===== src/rtl/retro_paint_pkg.sv =====
// Shared types for the paint command path: command codes and the decoded command record.
package retro_paint_pkg;

  localparam int unsigned CoordW    = 6;
  localparam int unsigned ColorW    = 3;
  localparam int unsigned FifoDepth = 4;

  typedef enum logic [2:0] {
    CMD_NOP       = 3'd0,
    CMD_MOVE      = 3'd1,
    CMD_DRAW      = 3'd2,
    CMD_ERASE     = 3'd3,
    CMD_SET_COLOR = 3'd4,
    CMD_CLEAR     = 3'd5
  } cmd_e;

  typedef struct packed {
    cmd_e              cmd;
    logic [CoordW-1:0] x;
    logic [CoordW-1:0] y;
  } paint_cmd_t;

endpackage


===== src/rtl/paint_cmd_fifo.sv =====
// Small synchronous FIFO of paint commands; a push into a full FIFO is accepted only
// when a pop happens on the same edge.
module paint_cmd_fifo
  import retro_paint_pkg::*;
#(
  parameter int unsigned DEPTH = FifoDepth,
  parameter type         entry_t = paint_cmd_t
) (
  input  logic                     clk,
  input  logic                     reset,
  input  logic                     push,
  input  entry_t                   wdata,
  input  logic                     pop,
  output entry_t                   rdata,
  output logic                     full,
  output logic                     empty,
  output logic [$clog2(DEPTH):0]   count
);

  localparam int unsigned PtrW = $clog2(DEPTH);

  entry_t            mem [DEPTH];
  logic [PtrW-1:0]   wr_ptr;
  logic [PtrW-1:0]   rd_ptr;
  logic              push_ok;
  logic              pop_ok;

  assign full    = (count == (PtrW + 1)'(DEPTH));
  assign empty   = (count == '0);
  assign pop_ok  = pop && !empty;
  assign push_ok = push && (!full || pop_ok);
  assign rdata   = mem[rd_ptr];

  always_ff @(posedge clk) begin
    if (push_ok) begin
      mem[wr_ptr] <= wdata;
    end
  end

  always_ff @(posedge clk or posedge reset) begin
    if (reset) begin
      wr_ptr <= '0;
      rd_ptr <= '0;
      count  <= '0;
    end else begin
      if (push_ok) wr_ptr <= wr_ptr + PtrW'(1);
      if (pop_ok)  rd_ptr <= rd_ptr + PtrW'(1);
      unique case ({push_ok, pop_ok})
        2'b10:   count <= count + (PtrW + 1)'(1);
        2'b01:   count <= count - (PtrW + 1)'(1);
        default: count <= count;
      endcase
    end
  end

endmodule


===== src/rtl/paint_cmd_executor.sv =====
// Executes buffered paint commands: cursor/colour tracking, single-pixel writes and a
// full-screen clear sweep onto the framebuffer write port.
module paint_cmd_executor
  import retro_paint_pkg::*;
#(
  parameter int unsigned COORD_W    = CoordW,
  parameter int unsigned COLOR_W    = ColorW,
  parameter int unsigned FIFO_DEPTH = FifoDepth
) (
  input  logic                 clk,
  input  logic                 reset,
  input  logic [2:0]           cmd_in,
  input  logic [COORD_W-1:0]   x_in,
  input  logic [COORD_W-1:0]   y_in,
  input  logic                 cmd_valid,
  output logic                 fb_we,
  output logic [2*COORD_W-1:0] fb_addr,
  output logic [COLOR_W-1:0]   fb_wdata,
  output logic [COORD_W-1:0]   cursor_x,
  output logic [COORD_W-1:0]   cursor_y,
  output logic                 busy,
  output logic                 overflow
);

  localparam int unsigned AddrW = 2 * COORD_W;

  typedef struct packed {
    cmd_e               cmd;
    logic [COORD_W-1:0] x;
    logic [COORD_W-1:0] y;
  } entry_t;

  typedef enum logic [0:0] {StIdle, StClear} state_e;

  state_e                          state;
  logic [COLOR_W-1:0]              colour;
  logic [AddrW-1:0]                clear_addr;
  entry_t                          push_entry;
  entry_t                          head;
  logic                            fifo_full;
  logic                            fifo_empty;
  logic [$clog2(FIFO_DEPTH):0]     fifo_count;
  logic                            pop;
  logic                            push;

  assign pop        = (state == StIdle) && !fifo_empty;
  assign push       = cmd_valid && (!fifo_full || pop);
  assign push_entry = '{cmd: cmd_e'(cmd_in), x: x_in, y: y_in};
  assign busy       = (state == StClear) || (fifo_count != '0);

  paint_cmd_fifo #(
    .DEPTH   (FIFO_DEPTH),
    .entry_t (entry_t)
  ) u_fifo (
    .clk   (clk),
    .reset (reset),
    .push  (push),
    .wdata (push_entry),
    .pop   (pop),
    .rdata (head),
    .full  (fifo_full),
    .empty (fifo_empty),
    .count (fifo_count)
  );

  always_ff @(posedge clk or posedge reset) begin
    if (reset) begin
      state      <= StIdle;
      colour     <= '1;
      clear_addr <= '0;
      fb_we      <= 1'b0;
      fb_addr    <= '0;
      fb_wdata   <= '0;
      cursor_x   <= '0;
      cursor_y   <= '0;
      overflow   <= 1'b0;
    end else begin
      fb_we <= 1'b0;
      if (cmd_valid && !push) overflow <= 1'b1;

      unique case (state)
        StIdle: begin
          if (pop) begin
            case (head.cmd)
              CMD_MOVE: begin
                cursor_x <= head.x;
                cursor_y <= head.y;
              end
              CMD_DRAW, CMD_ERASE: begin
                cursor_x <= head.x;
                cursor_y <= head.y;
                fb_we    <= 1'b1;
                fb_addr  <= {head.y, head.x};
                fb_wdata <= (head.cmd == CMD_DRAW) ? colour : '0;
              end
              CMD_SET_COLOR: colour <= head.x[COLOR_W-1:0];
              CMD_CLEAR: begin
                state      <= StClear;
                clear_addr <= '0;
              end
              default: ;  // NOP and reserved codes are consumed with no effect
            endcase
          end
        end
        StClear: begin
          fb_we      <= 1'b1;
          fb_addr    <= clear_addr;
          fb_wdata   <= '0;
          clear_addr <= clear_addr + AddrW'(1);
          if (clear_addr == '1) state <= StIdle;
        end
        default: state <= StIdle;
      endcase
    end
  end

endmodule


===== config.mk =====
export PLATFORM = sky130hd
export DESIGN_NAME = paint_cmd_executor
export DESIGN_NICKNAME = d
export VERILOG_FILES = /design/src/rtl/retro_paint_pkg.sv /design/src/rtl/paint_cmd_fifo.sv /design/src/rtl/paint_cmd_executor.sv
export SDC_FILE = /design/constraint.sdc
export NUM_CORES = 1
export LEC_CHECK = 0
export CORE_ASPECT_RATIO = 1.4
export CORE_MARGIN = 4
export CORE_UTILIZATION = 50
export DETAILED_ROUTE_END_ITERATION = 10
export DONT_BUFFER_PORTS = 1
export GPL_ROUTABILITY_DRIVEN = 0
export PLACE_DENSITY = 0.75
export SYNTH_ARGS = -nofsm -noshare
export SYNTH_HDL_FRONTEND = slang
export SYNTH_SLANG_ARGS = --single-unit

===== constraint.sdc =====
create_clock -name clk -period 6.4 [get_ports clk]
set_input_delay 1.92 -clock clk [delete_from_list [all_inputs] [get_ports clk]]
set_output_delay 1.92 -clock clk [all_outputs]
set_load 0.02 [all_outputs]

==> results of run 1 <==
-- routing by layer --
| metal | up-vias | track usage [%] | wire length, µm | share of wire (%) |
|---|---|---|---|---|
| li1 | 1148 | - | - | - |
| met1 | 1286 | 19.5 | 3380 | 40 |
| met2 | 59 | 28.1 | 4480 | 52 |
| met3 | 17 | 4.75 | 491 | 5.8 |
| met4 | 0 | 7.85 | 182 | 2.1 |
| met5 | - | 0 | 0 | 0 |
-- critical path, delay by kind of cell, from the launching register on --
kind	cells	cell delay (ns)
buffers and inverters	1	0.40
and+or+nand+nor	1	0.29
DFF	1	0.91
-- synth_stat cells (all sizes together) --
| library cell | instances | area share (%) |
|---|---|---|
| nand3b | 1 | 0.16 |
| buf | 5 | 0.87 |
| nor3 | 3 | 0.42 |
| and2b | 1 | 0.16 |
| ha | 6 | 1.6 |
| o21ai | 19 | 2.0 |
| nand2 | 20 | 1.6 |
| o21bai | 2 | 0.32 |
| xor2 | 6 | 1.1 |
| a21oi | 2 | 0.21 |
| or3 | 3 | 0.40 |
| xnor2 | 5 | 0.93 |
| a41o | 1 | 0.21 |
| dfrtp | 49 | 26 |
| and2 | 2 | 0.27 |
| clkbuf | 7 | 0.56 |
| a31oi | 8 | 1.1 |
| fa | 1 | 0.42 |
| dfstp | 3 | 1.7 |
| nand4 | 5 | 0.66 |
| inv | 10 | 0.80 |
| nand3 | 8 | 0.85 |
| nor2 | 18 | 1.4 |
| nor4b | 1 | 0.50 |
| mux4 | 17 | 8.4 |
| edfxtp | 60 | 38 |
| nand2b | 6 | 0.80 |
| nor4 | 1 | 0.45 |
| and4 | 1 | 0.19 |
| a22o | 3 | 0.56 |
| and3 | 6 | 0.80 |
| mux2 | 15 | 4.4 |
| nor2b | 5 | 0.66 |
| mux2i | 2 | 0.42 |
| or2 | 1 | 0.13 |
| o211ai | 5 | 0.80 |
-- sequential cells by signal, indices dropped and copies added (netlist names), 3 cells and up --
| name | count |
|---|---|
| u_fifo.mem | 60 |
| clear_addr | 12 |
| fb_addr | 12 |
| cursor_x | 6 |
| cursor_y | 6 |
| colour | 3 |
| fb_wdata | 3 |
| u_fifo.count | 3 |
-- worst max path at each step --
stage               depth (start not counted)    to  start  slack, ns
floorplan                                   4  busy  state       3.18
global placement                            2  busy  state       2.95
detailed placement                          2  busy  state       2.92
CTS                                         2  busy  state       2.53
global route                                2  busy  state       2.31
finish                                      2  busy  state       2.54
-- logic make-up (layout without fill, tap and decap cells) --
kind of cell | Yosys count | in the layout
DFF | 112 | 112
and+or+nand+nor | 82 | 82
AOI/OAI and AO/OA | 40 | 40
muxes | 34 | 34
buffers and inverters | 22 | 27
xor gates and xnor gates | 11 | 11
adders and majority gates | 7 | 7
-- power breakdown --
part | internal (mW) | total (mW) | switching, mW
Combinational | 0.302 | 0.613 | 0.312
Clock | 0.351 | 0.593 | 0.241
Sequential | 0.978 | 1.26 | 0.280
-- layout make-up --
cell class	instances	area, µm²	area share (%)
Sequential cell	112	3110	60.8
Multi-Input combinational cell	174	1510	29.5
Clock buffer	10	239	4.67
Tap cell	107	134	2.62
Clock inverter	6	82.6	1.61
Inverter	10	37.5	0.734
Timing Repair Buffer	1	7.51	0.147
==> out/qor.yml, run 1 <==
outcome:
  outcome: "finished, final reports clean"
sta:
  relSlewSlack_pct: 24.2
  whs_ns: 0.534
  setup_viol: 0
  tns_ns: 0
  rsz0062_at_grt: "no"
  max_freq_ghz: 0.259
  slew_viol_final: 0
  timing.final.crit_share_pct: 60.3
  final.setup.worst_slack_ns: 2.54
  min_period_ns: 3.86
  worst_pin_slew_ns: 1.13
  final_hold_viol_count: 0
  clock_skew_ns: 0.00739
synthesis:
  synthMuxAreaShare_pct: 13.2
  ys_seq_area_share_pct: 65.8
  syn_area_per_cell_um2: 15.3
  synth_fa_ha_area_share_pct: 2.02
  synth_top_family_by_area: "multiplexers"
  synth_area_mm2: 0.00472
  synth_compound_area_share_pct: 5.17
  syn_nets: 333
  ys_ff_latch: 112
  yosysUniqueCellTypes: 42
  netlist_instances: 308
  synth_xor_xnor_area_share_pct: 2.04
  yosysWarnings: 0
  yosys.area_share.simple_pct: 9.47
clock_network:
  ctsHtreeMaxLevel: 3
  cts_buffers: 9
  path_clk_slew_ns: 0.07
  cts_resized: 0
  cts_tree: "yes"
  cts_buffer_depth: 2
  cts_root_buf: "clkbuf_16"
  clkSinkCount: 112
  hold_buffers: 0
  clk_latency_ns: 0.35
  cts_setup_buffers: 0
min_path:
  whs_endpoint: "state"
  hp-start: "clear_addr[11]"
  whs_path_depth: 1
  min_path_type: "reg -> reg"
worst_setup_path:
  r2r_slack_ns: 3.20
  slowest_delay_ns: 0.91
  cp.arrival_ns: 1.94
  start_kind: "flop"
  regToRegEndpoint: "cursor_x[3]"
  crit_slowest_cell: "dfrtp_1"
  reg2reg_from: "u_fifo.rd_ptr[0]"
  critPathRequiredTime_ns: 4.48
  rr_worst_depth: 3
  path_max_fanout: 24
  critical_path_class: "reg -> out"
  end_kind: "output port"
  path_cells: "inv_1, nand2_1"
cells_and_area:
  layout_commonest_cell: "edfxtp_1"
  diodes: 0
  drive_above_1_share_pct: 16.9
  fillers: 706
  final_core_util_pct: 56.0
  mostFrequentLayoutCells: "edfxtp_1, dfrtp_1, nand2_1"
  fin_cells: 420
  nets: 333
  syn_to_final_growth_pct: 8.38
  fin_area_mm2: 0.00511
job:
  maxCapViolations: 0
pwr:
  ir_drop_uv: 270
  p_leak_nw: 1.93
  cellPowerDensity_mw_per_mm2: 482
  power.total_mw: 2.46
grt:
  grt_pass1_vias: 2528
  grt_pass1_wl_um: 13800
  antenna_found_initial: 0
  grt_max_degree: 53
  grt_usage_pct: 16.5
  grt_overflow_total: 0
placed_design:
  place_hpwl_um: 5890
  place_inst: 404
  dpl_cell_area_mm2: 0.00479
  post-place-ws_ns: 2.92
  io_buffer_count: 0
drt:
  vias: 2510
  drtIter0Drc: 131
  drc: 0
  routed_wl_um: 8540
  via_per_inst: 5.98
  ant_nets: 0
  post_drt_wl_per_cell_um: 20.3
  dr.pass1.iters: 4
die:
  initial_core_util_pct: 51.7
  pin_count: 48
  die_h_um: 123
  core_area_mm2: 0.00913
  die_x_um: 90.1
  rows: 41
  die_area_mm2: 0.0111
(Power assumes the default switching activity.)
==> run 2: changes to the inputs <==
--- a/config.mk
+++ b/config.mk
@@ -11,7 +11,7 @@
 export DETAILED_ROUTE_END_ITERATION = 10
 export DONT_BUFFER_PORTS = 1
 export GPL_ROUTABILITY_DRIVEN = 0
-export PLACE_DENSITY = 0.75
+export PLACE_DENSITY = 0.78
 export SYNTH_ARGS = -nofsm -noshare
 export SYNTH_HDL_FRONTEND = slang
 export SYNTH_SLANG_ARGS = --single-unit
==> constraint.sdc (replaced) <==
create_clock -name clk -period 3.2 [get_ports clk]
set_input_delay 0.96 -clock clk [delete_from_list [all_inputs] [get_ports clk]]
set_output_delay 0.96 -clock clk [all_outputs]
set_load 0.02 [all_outputs]
==> out/qor.yml, run 2 (synthesis results as in run 1) <==
grt:
  grt_overflow_total: 0  # unchanged
  grt_usage_pct: 17.3  # was 16.5%
  grt_pass1_vias: 2695  # was 2,528
  grt_pass1_wl_um: 14600  # was 13,800 µm
  grt_max_degree: 31  # was 53
  top_usage_layer: "met2"  # unchanged
  met1_usage_pct: 20.4  # was 19.5%
  antenna_found_initial: 0  # unchanged
  grt_use_met3_pct: 4.87  # was 4.75%
  met2_usage_pct: 29.5  # was 28.1%
sta:
  setup_viol: 0  # unchanged
  worst_pin_slew_ns: 0.819  # was 1.13 ns
  final_hold_viol_count: 0  # unchanged
  slew_viol_final: 0  # unchanged
  max_freq_ghz: 0.381
  min_period_ns: 2.63
  timing.final.crit_share_pct: 82.1
  rsz0062_at_grt: "no"  # unchanged
  clock_skew_ns: 0.00984  # was 0.00739 ns
  relSlewSlack_pct: 45.4  # was 24.2%
  tns_ns: 0  # unchanged
worst_setup_path:
  cp_top_family: "simple AND/OR/NAND/NOR gates"  # was flip-flops
  start_kind: "flop"  # unchanged
  critPathRequiredTime_ns: 2.24  # was 4.48 ns
  crit_slowest_cell: "nor3_2"  # was dfrtp_1
  cp_num_cells: 2  # unchanged
  cp.arrival_ns: 1.67  # was 1.94 ns
  crit_path_start: "u_fifo.count[2]"  # was state
  rr_worst_depth: 9  # was 3
  path_max_fanout: 6  # was 24
  path_cells: "nor3_2, nand2_1"  # was inv_1, nand2_1
  slowest_delay_ns: 0.55  # was 0.91 ns
  end_kind: "output port"  # unchanged
  path_buf_inv: 0  # was 1
  reg2reg_from: "state"  # was u_fifo.rd_ptr[0]
  r2r_slack_ns: 0.93  # was 3.20 ns
  critical_path_class: "reg -> out"  # unchanged
min_path:
  whs_path_depth: 1  # unchanged
  min_path_type: "reg -> reg"  # unchanged
  hp-start: "clear_addr[11]"  # unchanged
clock_network:
  cts_buffer_depth: 2  # unchanged
  cts_buffers: 9  # unchanged
  ctsHtreeMaxLevel: 3  # unchanged
  cts_resized: 0  # unchanged
  cts_tree: "yes"  # unchanged
  clkSinkCount: 112  # unchanged
  clk_latency_ns: 0.35  # about the same
  cts_setup_buffers: 0  # unchanged
  cts_root_buf: "clkbuf_16"  # unchanged
  path_clk_slew_ns: 0.07  # about the same
  hold_buffers: 0  # unchanged
cells_and_area:
  largest_reg_flops: 60  # unchanged
  final_core_util_pct: 56.1  # was 56.0%
  drive_above_1_share_pct: 18.5  # was 16.9%
  mostFrequentLayoutCells: "edfxtp_1, dfrtp_1, nand2_1"  # unchanged
  regMostFlops: "u_fifo.mem"  # unchanged
  reg_top3: "u_fifo.mem x60, clear_addr x12, fb_addr x12"  # unchanged
  syn_to_final_growth_pct: 8.62  # was 8.38%
  nets: 339  # was 333
  diodes: 0  # unchanged
  fin_area_mm2: 0.00512  # was 0.00511 mm²
  fin_cells: 426  # was 420
  layout_commonest_cell: "edfxtp_1"  # unchanged
drt:
  routed_wl_um: 8900  # was 8540 µm
  via_per_inst: 6.04  # was 5.98
  dr.pass1.iters: 4  # unchanged
  vias: 2571  # was 2,510
  ant_nets: 0  # unchanged
  post_drt_wl_per_cell_um: 20.9  # was 20.3 µm
  drtIter0Drc: 155  # was 131
  drc: 0  # unchanged
job:
  maxCapViolations: 0  # unchanged
placed_design:
  place_hpwl_um: 6290  # was 5890 µm
  io_buffer_count: 0  # unchanged
  dpl_cell_area_mm2: 0.00484  # was 0.00479 mm²
  place_inst: 410  # was 404
die:
  pin_count: 48  # unchanged
  die_x_um: 90.1  # unchanged
  die_h_um: 123  # unchanged
  die_area_mm2: 0.0111  # unchanged
  core_area_mm2: 0.00913  # unchanged
  initial_core_util_pct: 51.7  # unchanged
  rows: 41  # unchanged
outcome:
  outcome: "finished, final reports clean"  # unchanged
pwr:
  p_leak_nw: 1.94  # was 1.93 nW
  ir_drop_uv: 489  # was 270 µV
  cellPowerDensity_mw_per_mm2: 953  # was 482 mW/mm²
## run 2: cell count changes in the layout (fill, tap and decap cells not counted)
cell / delta
buf_4: +6
clkbuf_2: +4
clkinv_2: -2
bufinv_16: -1
clkbuf_8: -1
## run 2: per-layer routing
| layer | share of wire, % | vias up |
|---|---|---|
| met5 | 0 | - |
| met4 | 2.9 | 0 |
| met3 | 5.1 | 17 |
| met2 | 53 | 68 |
| met1 | 39 | 1324 |
| li1 | - | 1162 |
## run 2: final cells by class
class | count | area (µm²)
clock buffers | 13 | 245
clock inverters | 3 | 42.5
fillers | 708 | 4010
inverters | 10 | 37.5
multi-input cells | 174 | 1510
flip-flops and latches | 112 | 3110
well taps | 107 | 134
repair buffers | 7 | 52.6
## run 2: worst register-to-register path, stage by stage (launching register included)
cell and delay, ns:
dfrtp_1 0.59, nand3_1 0.25, and2_1 0.27, inv_1 0.07, ha_1 0.17, inv_1 0.06, fa_1 0.37, xor2_1 0.15
nor2_1 0.12, xor2_1 0.15
## run 2: path summary, 6_finish.rpt
kind	to
max	busy
min	state
max reg2reg	u_fifo.count[2]
min reg2reg	state
max in group asynchronous	colour[1]
min in group asynchronous	fb_addr[0]
## run 2: report_power, final
part           internal [mW]  switching, mW
Combinational          0.623          0.713
Sequential              1.96          0.493
Clock                  0.619          0.479
Total                   3.20           1.68
## run 2: stage by stage
step	total power, mW	worst slack (ns)	hold WS, ns
2_1_floorplan	3.44	0.924	0.459
3_3_place_gp	3.77	0.940	0.501
3_5_place_dp	3.83	0.888	0.533
4_1_cts	4.92	0.568	0.554
5_1_grt	5.16	0.487	0.574
6_report	4.89	0.574	0.553
